**config.mk**
```make
export PLATFORM = sky130hd
export DESIGN_NAME = sms_timing_ring
export DESIGN_NICKNAME = d
export VERILOG_FILES = /design/src/rtl/sms_timing_ring.sv
export SDC_FILE = /design/constraint.sdc
export NUM_CORES = 1
export LEC_CHECK = 0
export CAP_MARGIN = 20
export CORE_ASPECT_RATIO = 1.25
export CORE_MARGIN = 2
export CORE_UTILIZATION = 40
export DETAILED_ROUTE_END_ITERATION = 8
export PLACE_DENSITY = 0.72
export SLEW_MARGIN = 20
export SYNTH_ARGS = -nofsm -noshare
export SYNTH_HDL_FRONTEND = slang
export SYNTH_SLANG_ARGS = --single-unit
export TNS_END_PERCENT = 5
```
**constraint.sdc**
```tcl
create_clock -name clk -period 1 [get_ports clk]
set_input_delay 0.2 -clock clk [delete_from_list [all_inputs] [get_ports clk]]
set_output_delay 0.2 -clock clk [all_outputs]
set_load 0.05 [all_outputs]
```
**src/rtl/sms_timing_ring.sv**
```systemverilog
// sms_timing_ring
//   Consumes the free-running 1 MC oscillator line and steps a one-hot ring
//   of memory-cycle timing phases T0..T(PHASES-1). Adds run/stop and
//   single-cycle stepping so the machine only halts on a cycle boundary.
//
// Parameters
//   PHASES       ring phases per memory cycle (>=3)
//   SYNC_STAGES  synchronizer flops on osc (>=1)
//
// Ports
//   clk        system clock, rising edge (>=4x oscillator frequency)
//   reset_n    synchronous active-low reset
//   osc        oscillator line, asynchronous to clk
//   run        level, 1 = advance continuously
//   step       1-clk pulse, request one memory cycle while halted
//   t          one-hot phase, bit 0 = T0
//   cycle_end  1-clk pulse on each T(PHASES-1)->T0 wrap
//   running    1 while the ring is allowed to advance
//   step_ack   1-clk pulse when a stepped cycle completes
//   ring_err   sticky one-hot violation flag
//
// Build option
//   TIMING_RING_CHECK_EN  when defined, t is checked for exactly one bit
//                         set every clk; a violation sets ring_err and
//                         forces T0/HALT. Otherwise ring_err is tied low.

module sms_timing_ring #(
  parameter int PHASES      = 10,
  parameter int SYNC_STAGES = 2
) (
  input  logic              clk,
  input  logic              reset_n,
  input  logic              osc,
  input  logic              run,
  input  logic              step,
  output logic [PHASES-1:0] t,
  output logic              cycle_end,
  output logic              running,
  output logic              step_ack,
  output logic              ring_err
);

  typedef enum logic [1:0] {HALT, RUN, DRAIN, STEP} state_t;

  localparam logic [PHASES-1:0] T0 = PHASES'(1);

  state_t                 state;
  logic [SYNC_STAGES-1:0] sync;
  logic                   prev;
  logic                   adv;
  logic                   wrap;
  logic [PHASES-1:0]      t_rot;

  assign adv   = sync[SYNC_STAGES-1] & ~prev;
  assign wrap  = adv & t[PHASES-1];
  assign t_rot = {t[PHASES-2:0], t[PHASES-1]};

  always_ff @(posedge clk) begin
    if (!reset_n) begin
      sync      <= '0;
      prev      <= 1'b0;
      state     <= HALT;
      t         <= T0;
      running   <= 1'b0;
      cycle_end <= 1'b0;
      step_ack  <= 1'b0;
    end else begin
      sync[0] <= osc;
      for (int i = 1; i < SYNC_STAGES; i++) sync[i] <= sync[i-1];
      prev <= sync[SYNC_STAGES-1];

      // a wrap always produces cycle_end, whatever the state
      cycle_end <= wrap;
      step_ack  <= 1'b0;

      unique case (state)
        HALT: begin
          // osc edges are ignored here; ring parks on T0
          t       <= T0;
          running <= 1'b0;
          if (run) begin
            state   <= RUN;
            running <= 1'b1;
          end else if (step) begin
            state   <= STEP;
            running <= 1'b1;
          end
        end
        RUN: begin
          if (adv) t <= t_rot;
          if (!run) begin
            // run dropped exactly on the wrap: already on the boundary
            if (wrap) begin
              state   <= HALT;
              running <= 1'b0;
            end else begin
              state <= DRAIN;
            end
          end
        end
        DRAIN: begin
          if (adv) t <= t_rot;
          if (wrap) begin
            if (run) state <= RUN;
            else begin
              state   <= HALT;
              running <= 1'b0;
            end
          end else if (run) begin
            state <= RUN;
          end
        end
        STEP: begin
          if (adv) t <= t_rot;
          if (wrap) begin
            step_ack <= 1'b1;
            if (run) state <= RUN;
            else begin
              state   <= HALT;
              running <= 1'b0;
            end
          end
        end
        default: begin
          state   <= HALT;
          t       <= T0;
          running <= 1'b0;
        end
      endcase

`ifdef TIMING_RING_CHECK_EN
      // overrides the FSM: a corrupted ring is parked on T0 and halted
      if (!$onehot(t)) begin
        t       <= T0;
        state   <= HALT;
        running <= 1'b0;
      end
`endif
    end
  end

`ifdef TIMING_RING_CHECK_EN
  always_ff @(posedge clk) begin
    if (!reset_n)          ring_err <= 1'b0;
    else if (!$onehot(t))  ring_err <= 1'b1;
  end
`else
  assign ring_err = 1'b0;
`endif

endmodule
```
==> results of run 1 <==
metrics by stage:
step                instance area (µm²)  total power (µW)
floorplan                           666               862
global placement                   1000               936
detailed placement                 1000               939
CTS                                1060              1370
global route                       1090              1410
finish                             1090              1350
tightest hold or removal path: stages:
cell	delay, ns
dlygate4sd2_1	0.23
a21oi_1	0.05
a21boi_0	0.15
routing by layer:
layer	share of wire, %	global-route usage (%)	up-vias
met2	55	25.9	19
met4	0.50	6.67	0
met3	4.5	2.70	2
li1	-	-	282
met1	40	16.0	259
met5	0	0	-
Yosys cell counts:
master     n  area share, %
a21boi_0   1            1.1
a21oi_1   11            8.3
a31o_1     1            1.3
and2_1     2            1.9
and2_2     1            1.1
and3_1     1           0.94
and3_4     1            1.7
and4_1     1            1.3
buf_2      1           0.75
buf_4      1            1.1
buf_6      1            1.7
clkbuf_2   1           0.75
conb_1     1           0.56
dfxtp_1   18             54
inv_1      1           0.56
maj3_1     1            1.5
mux2i_1    1            1.5
nand2_1   19             11
nand3_1    1           0.75
nand3b_1   2            2.3
nor2_1     1           0.56
nor2b_4    1            2.1
o21ai_0    1           0.75
o21ai_2    1            1.3
or2b_1     1            1.1
where the power goes:
part,leakage (µW),switching [µW],internal (µW)
sequential,0.000155,22.1,724
combinational,0.000239,80.5,87.6
clock,0.0000210,217,222
state kept, by name, indices dropped and copies added (netlist names):
name,count
cycle_end,1
prev,1
running,1
state,2
step_ack,1
sync,2
t,10
path summary, 6_finish.rpt:
| check | startpoint | endpoint | slack, ns | cells after the start |
|---|---|---|---|---|
| setup reg to reg | state[0] | state[1] | -0.01 | 2 |
| setup / recovery | t[9] | t[9] | -0.01 | 1 |
| hold reg to reg | sync[0] | sync[1] | 0.44 | 1 |
| hold / removal | run | state[0] | 0.38 | 3 |
cell families after synthesis:
kind of cell | count (synthesis) | synth area share (%)
and+or+nand+nor | 31 | 24.5
DFF | 18 | 54.2
AOI/OAI and AO/OA | 15 | 12.8
buffers and inverters | 5 | 4.89
muxes | 1 | 1.51
adders and majority gates | 1 | 1.51
other | 1 | 0.564
what timing repair did:
item,4_1_cts,5_1_grt
resized for setup,19,8
gates cloned,0,0
endpoints found under the setup margin,24,25
setup buffers,0,1
final cells by class:
class | instances | share of cell area [%]
Clock buffer | 4 | 3.33
Timing Repair Buffer | 22 | 32.4
Multi-Input combinational cell | 49 | 25.5
Inverter | 1 | 0.344
Sequential cell | 18 | 36.4
Tap cell | 18 | 2.07
==> run_results.csv, run 1 <==
group,metric,value,unit
clock_tree,insertion_delay,0.29,ns
die,start_util,42.5,%
worst_setup_path,max_stage_delay,0.39,ns
cells_and_area,drive_gt1_share,48.9,%
global_routing,grt_max_degree,11,
clock_tree,cts_tree,"yes",
clock_tree,ctsRootBufferMaster,"clkbuf_4",
flow_run,drv_cap,0,
worst_setup_path,cp_slowest_cell,"dfxtp_4",
die,dieArea,2000,µm²
worst_setup_path,cp-end-kind,"output pin",
synth,ys_ff_latch,18,
placement,dp_hpwl,942,µm
routing,vias,562,
clock_tree,hold_buffers,0,
cells_and_area,finalCoreUtilization,69.8,%
sta,report.final.setup_viol,6,
cells_and_area,nNetsFinal,100,
sta,layout_setup_ws,-0.0140,ns
die,ios,19,
global_routing,grt_pass1_vias,521,
power,ir_drop,1060,µV
worst_hold_path,hold_path.class,"input pin to flop",
cells_and_area,seq_area,397,µm²
cells_and_area,layout.cells.non_filler,112,
clock_tree,clockBufferDepth,2,
die,core-area,1560,µm²
worst_setup_path,crit_buf_inv,1,
worst_setup_path,path_max_fanout,4,
power,p_per_area,1240,nW/µm²
sta,maxSlewViolCount,0,
cells_and_area,area_delta_synth_final,64.0,%
synth,synth_nets,77,
global_routing,grtUsageTotal,14.9,%
routing,routed_wl,1.21,mm
placement,portBuffers,17,
sta,finClkSkew,0.0101,ns
placement,dpl.cell_count,107,
sta,timing.hold.ws,0.375,ns
synth,syn_avg_cell_area,9.23,µm²
worst_setup_path,cp_cell_sequence,"buf_12",
sta,fmax,986,MHz
worst_setup_path,worstSetupPathType,"flop to output pin",
sta,rsz0062_at_grt,"yes",
synth,ys_warn_count,0,
sta,post-route-period-util,101,%
worst_setup_path,cp.required,0.80,ns
cells_and_area,multi_input_area,278,µm²
die,fp.dieW,40.5,µm
clock_tree,numCtsBuffers,3,
sta,finalCriticalPeriod,1.01,ns
power,p_leak,0.000415,µW
status,status,"finished, violations left",
synth,syn_area,664,µm²
routing,drc,0,
clock_tree,cts_num_sinks,18,
routing,drtAntennaViolNets,0,
cells_and_area,nFillCells,114,
cells_and_area,n_antenna_cell,0,
global_routing,grt_first_pass_wirelength,2.09,mm
worst_setup_path,cp-start-kind,"flop",
clock_tree,htreeDepth,1,
global_routing,antenna_found_initial,0,
clock_tree,clk_pin_slew_worst_paths,0.11,ns
routing,detail_route.wl_per_cell,10.8,µm
routing,drtPass1Iterations,4,
die,placementRows,16,
global_routing,gr-total-overflow,0,
cells_and_area,layout_commonest_cell,"nand2_1",
placement,dp_slack,-0.416,ns
sta,fin_tns_setup,-0.0538,ns
worst_setup_path,path_delay_family,"flip-flops",
cells_and_area,layout_common_cells,"19 x nand2_1, 14 x buf_12, 11 x a21oi_1, 11 x dfxtp_2, 6 x dfxtp_4",
status,violations,"setup timing",
worst_setup_path,cp_data_arrival_time,0.81,ns
die,die_h,49.6,µm
placement,gp_congestion,0.671,
routing,vias_per_cell,5.02,
synth,synthCells,72,
synth,ys_types,25,
synth,ys_seq_area_share,54.2,%
routing,drt-initial-drc-count,5,
sta,finalHoldViolCount,0,
Power figures use the tool's default switching activity.
==> inputs of run 2 (changes only) <==
--- a/config.mk
+++ b/config.mk
@@ -5,12 +5,13 @@
 export SDC_FILE = /design/constraint.sdc
 export NUM_CORES = 1
 export LEC_CHECK = 0
+export ABC_AREA = 1
 export CAP_MARGIN = 20
 export CORE_ASPECT_RATIO = 1.25
 export CORE_MARGIN = 2
 export CORE_UTILIZATION = 40
 export DETAILED_ROUTE_END_ITERATION = 8
-export PLACE_DENSITY = 0.72
+export PLACE_DENSITY = 0.71
 export SLEW_MARGIN = 20
 export SYNTH_ARGS = -nofsm -noshare
 export SYNTH_HDL_FRONTEND = slang
==> run_results.csv, run 2 <==
group,metric,value,unit
synth,synth_most_common_cell,"nand2_1",
power,power,1890,µW
clock_tree,htreeDepth,1,
global_routing,grt_max_degree,11,
die,dieArea,2140,µm²
synth,yosys-top-cells-count,"22 x nand2_1, 18 x dfxtp_1, 13 x nor2_1, 10 x inv_1, 9 x a21oi_1",
synth,synthArstFlopShare,0,%
clock_tree,numCtsBuffers,3,
routing,detail_route.wl_per_cell,10.7,µm
worst_setup_path,cp_data_arrival_time,1.32,ns
global_routing,antenna_found_initial,0,
placement,postPlaceCellArea,1070,µm²
cells_and_area,layout_commonest_cell,"nand2_1",
worst_hold_path,hold_depth,2,
clock_tree,insertion_delay,0.30,ns
global_routing,grt_first_pass_wirelength,2.42,mm
sta,maxSlewViolCount,0,
worst_setup_path,path_max_fanout,8,
cells_and_area,nNetsFinal,128,
worst_setup_path,worstReg2RegStart,"state[0]",
routing,vias_per_cell,4.88,
cells_and_area,fin_area,1170,µm²
routing,drc,0,
cells_and_area,layout_common_cells,"21 x nand2_1, 13 x nor2_1, 13 x buf_12",
synth,yosys-top-cells-area,"dfxtp_1 51%, nand2_1 12%, nor2_1 6.8%, a21oi_1 6.3%, inv_1 5.3%",
worst_setup_path,startpoint,"state[0]",
worst_setup_path,reg2regPathDepth,8,
worst_hold_path,worstHoldStart,"sync[0]",
routing,drtPass1Iterations,4,
flow_run,drv_cap,0,
synth,ys_types,16,
worst_setup_path,cp_slowest_cell,"dfxtp_4",
synth,synthCells,96,
sta,finalCriticalPeriod,1.11,ns
cells_and_area,drive_gt1_share,42.6,%
placement,gp_congestion,0.740,
die,core-area,1720,µm²
sta,post-route-period-util,111,%
sta,finalHoldViolCount,0,
clock_tree,cts_num_sinks,18,
synth,yosysTopAreaCellShare,50.5,%
die,fp.dieW,41.8,µm
clock_tree,clk_pin_slew_worst_paths,0.10,ns
clock_tree,ctsRootBufferMaster,"clkbuf_4",
worst_setup_path,cp.required,1.20,ns
die,die_h,51.2,µm
worst_setup_path,max_stage_delay,0.38,ns
routing,drt-initial-drc-count,11,
synth,synth_top_area_cell,"dfxtp_1",
sta,layout_setup_ws,-0.112,ns
worst_setup_path,r2r_end,"state[0]",
worst_setup_path,cp-end-kind,"flop",
worst_hold_path,hold_end,"sync[1]",
worst_setup_path,rrSetupSlack,-0.11,ns
clock_tree,clockBufferDepth,2,
status,status,"finished, violations left",
power,ir_drop,1240,µV
cells_and_area,largest_reg_flops,10,
routing,drtAntennaViolNets,0,
cells_and_area,finalCoreUtilization,68.1,%
die,start_util,41.4,%
worst_setup_path,crit_top_cell,"nand2_2",
worst_setup_path,worstSetupPathType,"flop to flop",
worst_setup_path,cp_cell_sequence,"nor2_4, nand2_2, nand2_2, inv_2, nand2_2, nand2_1, nand2_1, nor2_1",
die,placementRows,17,
synth,syn_avg_cell_area,7.43,µm²
synth,ys_seq_area_share,50.5,%
power,p_leak,0.000499,µW
global_routing,grt_pass1_vias,621,
routing,vias,688,
placement,portBuffers,17,
worst_hold_path,hold_path.class,"flop to flop",
global_routing,grtUsageTotal,15.3,%
sta,fmax,899,MHz
cells_and_area,layout.cells.non_filler,141,
status,violations,"setup timing",
worst_setup_path,cp-start-kind,"flop",
power,p_per_area,1610,nW/µm²
cells_and_area,n_antenna_cell,0,
placement,dp_hpwl,1.17,mm
cells_and_area,area_delta_synth_final,64.6,%
global_routing,gr-total-overflow,0,
cells_and_area,top_register,"t",
clock_tree,cts_tree,"yes",
synth,synth_edf_count,0,
cells_and_area,top_regs,"t: 10 flops, state: 2 flops, sync: 2 flops",
sta,rsz0062_at_grt,"yes",
synth,syn_area,713,µm²
synth,ys_ff_latch,18,
sta,report.final.setup_viol,18,
synth,ys_warn_count,0,
routing,routed_wl,1.50,mm
placement,dpl.cell_count,136,
synth,synth_nets,101,
placement,dp_slack,-0.328,ns
die,ios,19,
synth,synthFlopType,"dfxtp_1",
sta,finClkSkew,0.00293,ns
run 2: cell types whose count changed after synthesis, moves of 3 or more:
cell,previous run,this run
nand3_1,1,5
nand2_1,19,22
nor2_1,1,13
nand2_2,0,3
inv_2,0,3
inv_1,1,10
run 2: cell type report:
| class | count | area, µm² |
|---|---|---|
| fill | 133 | 549 |
| sequential | 18 | 403 |
| timing repair buffer | 24 | 357 |
| multi-input combinational | 63 | 305 |
| inverter | 13 | 48.8 |
| clock buffer | 4 | 36.3 |
| tap | 19 | 23.8 |
run 2: power by group:
| group | total (µW) | switching, µW | internal [µW] |
|---|---|---|---|
| Sequential | 835 | 66.8 | 768 |
| Clock | 455 | 233 | 222 |
| Combinational | 604 | 355 | 248 |
run 2: metrics by stage:
| stage | setup TNS (ns) | hold slack (ns) |
|---|---|---|
| global placement | -1.62 | 0.395 |
| detailed placement | -2.01 | 0.404 |
| global route | -1.31 | 0.429 |
| floorplan | -0.155 | 0.298 |
| CTS | -0.577 | 0.422 |
| finish | -0.504 | 0.415 |
run 2: repair_timing:
item                       CTS  global route
hold buffers                 0             0
resized for setup           16            11
gates cloned                 0             0
setup buffers                0             1
setup endpoints to repair   22            24
pin swaps                    1             1
run 2: how the worst max path moves through the flow:
stage / to / slack, ns / depth (start not counted)
final: state[0] / -0.11 / 8
after global routing: state[0] / -0.15 / 8
after detailed placement: state[0] / -0.33 / 9
after CTS: t[9] / -0.11 / 2
after floorplan: t[6] / -0.07 / 4
after global placement: state[0] / -0.26 / 9
run 2: logic make-up (layout without fill, tap and decap cells):
group	after synthesis	count (layout)	share of synthesized area (%)
other cells	1	1	0.526
compound gates	15	15	11.2
flops	18	18	50.5
buf+inv	15	41	8.95
simple gates	47	47	28.8
run 2: critical path, delay by kind of cell, from the launching register on:
| family | cells | cell delay, ns |
|---|---|---|
| AND/OR/NAND/NOR | 7 | 0.60 |
| flip-flops | 1 | 0.38 |
| buffers and inverters | 1 | 0.04 |
run 2: per-layer routing:
metal	GRT usage, %	wire (µm)	vias to the layer above
met5	0	0	-
met4	12.9	41	0
met3	2.47	61	6
met2	27.9	795	20
met1	14.9	605	311
li1	-	-	351
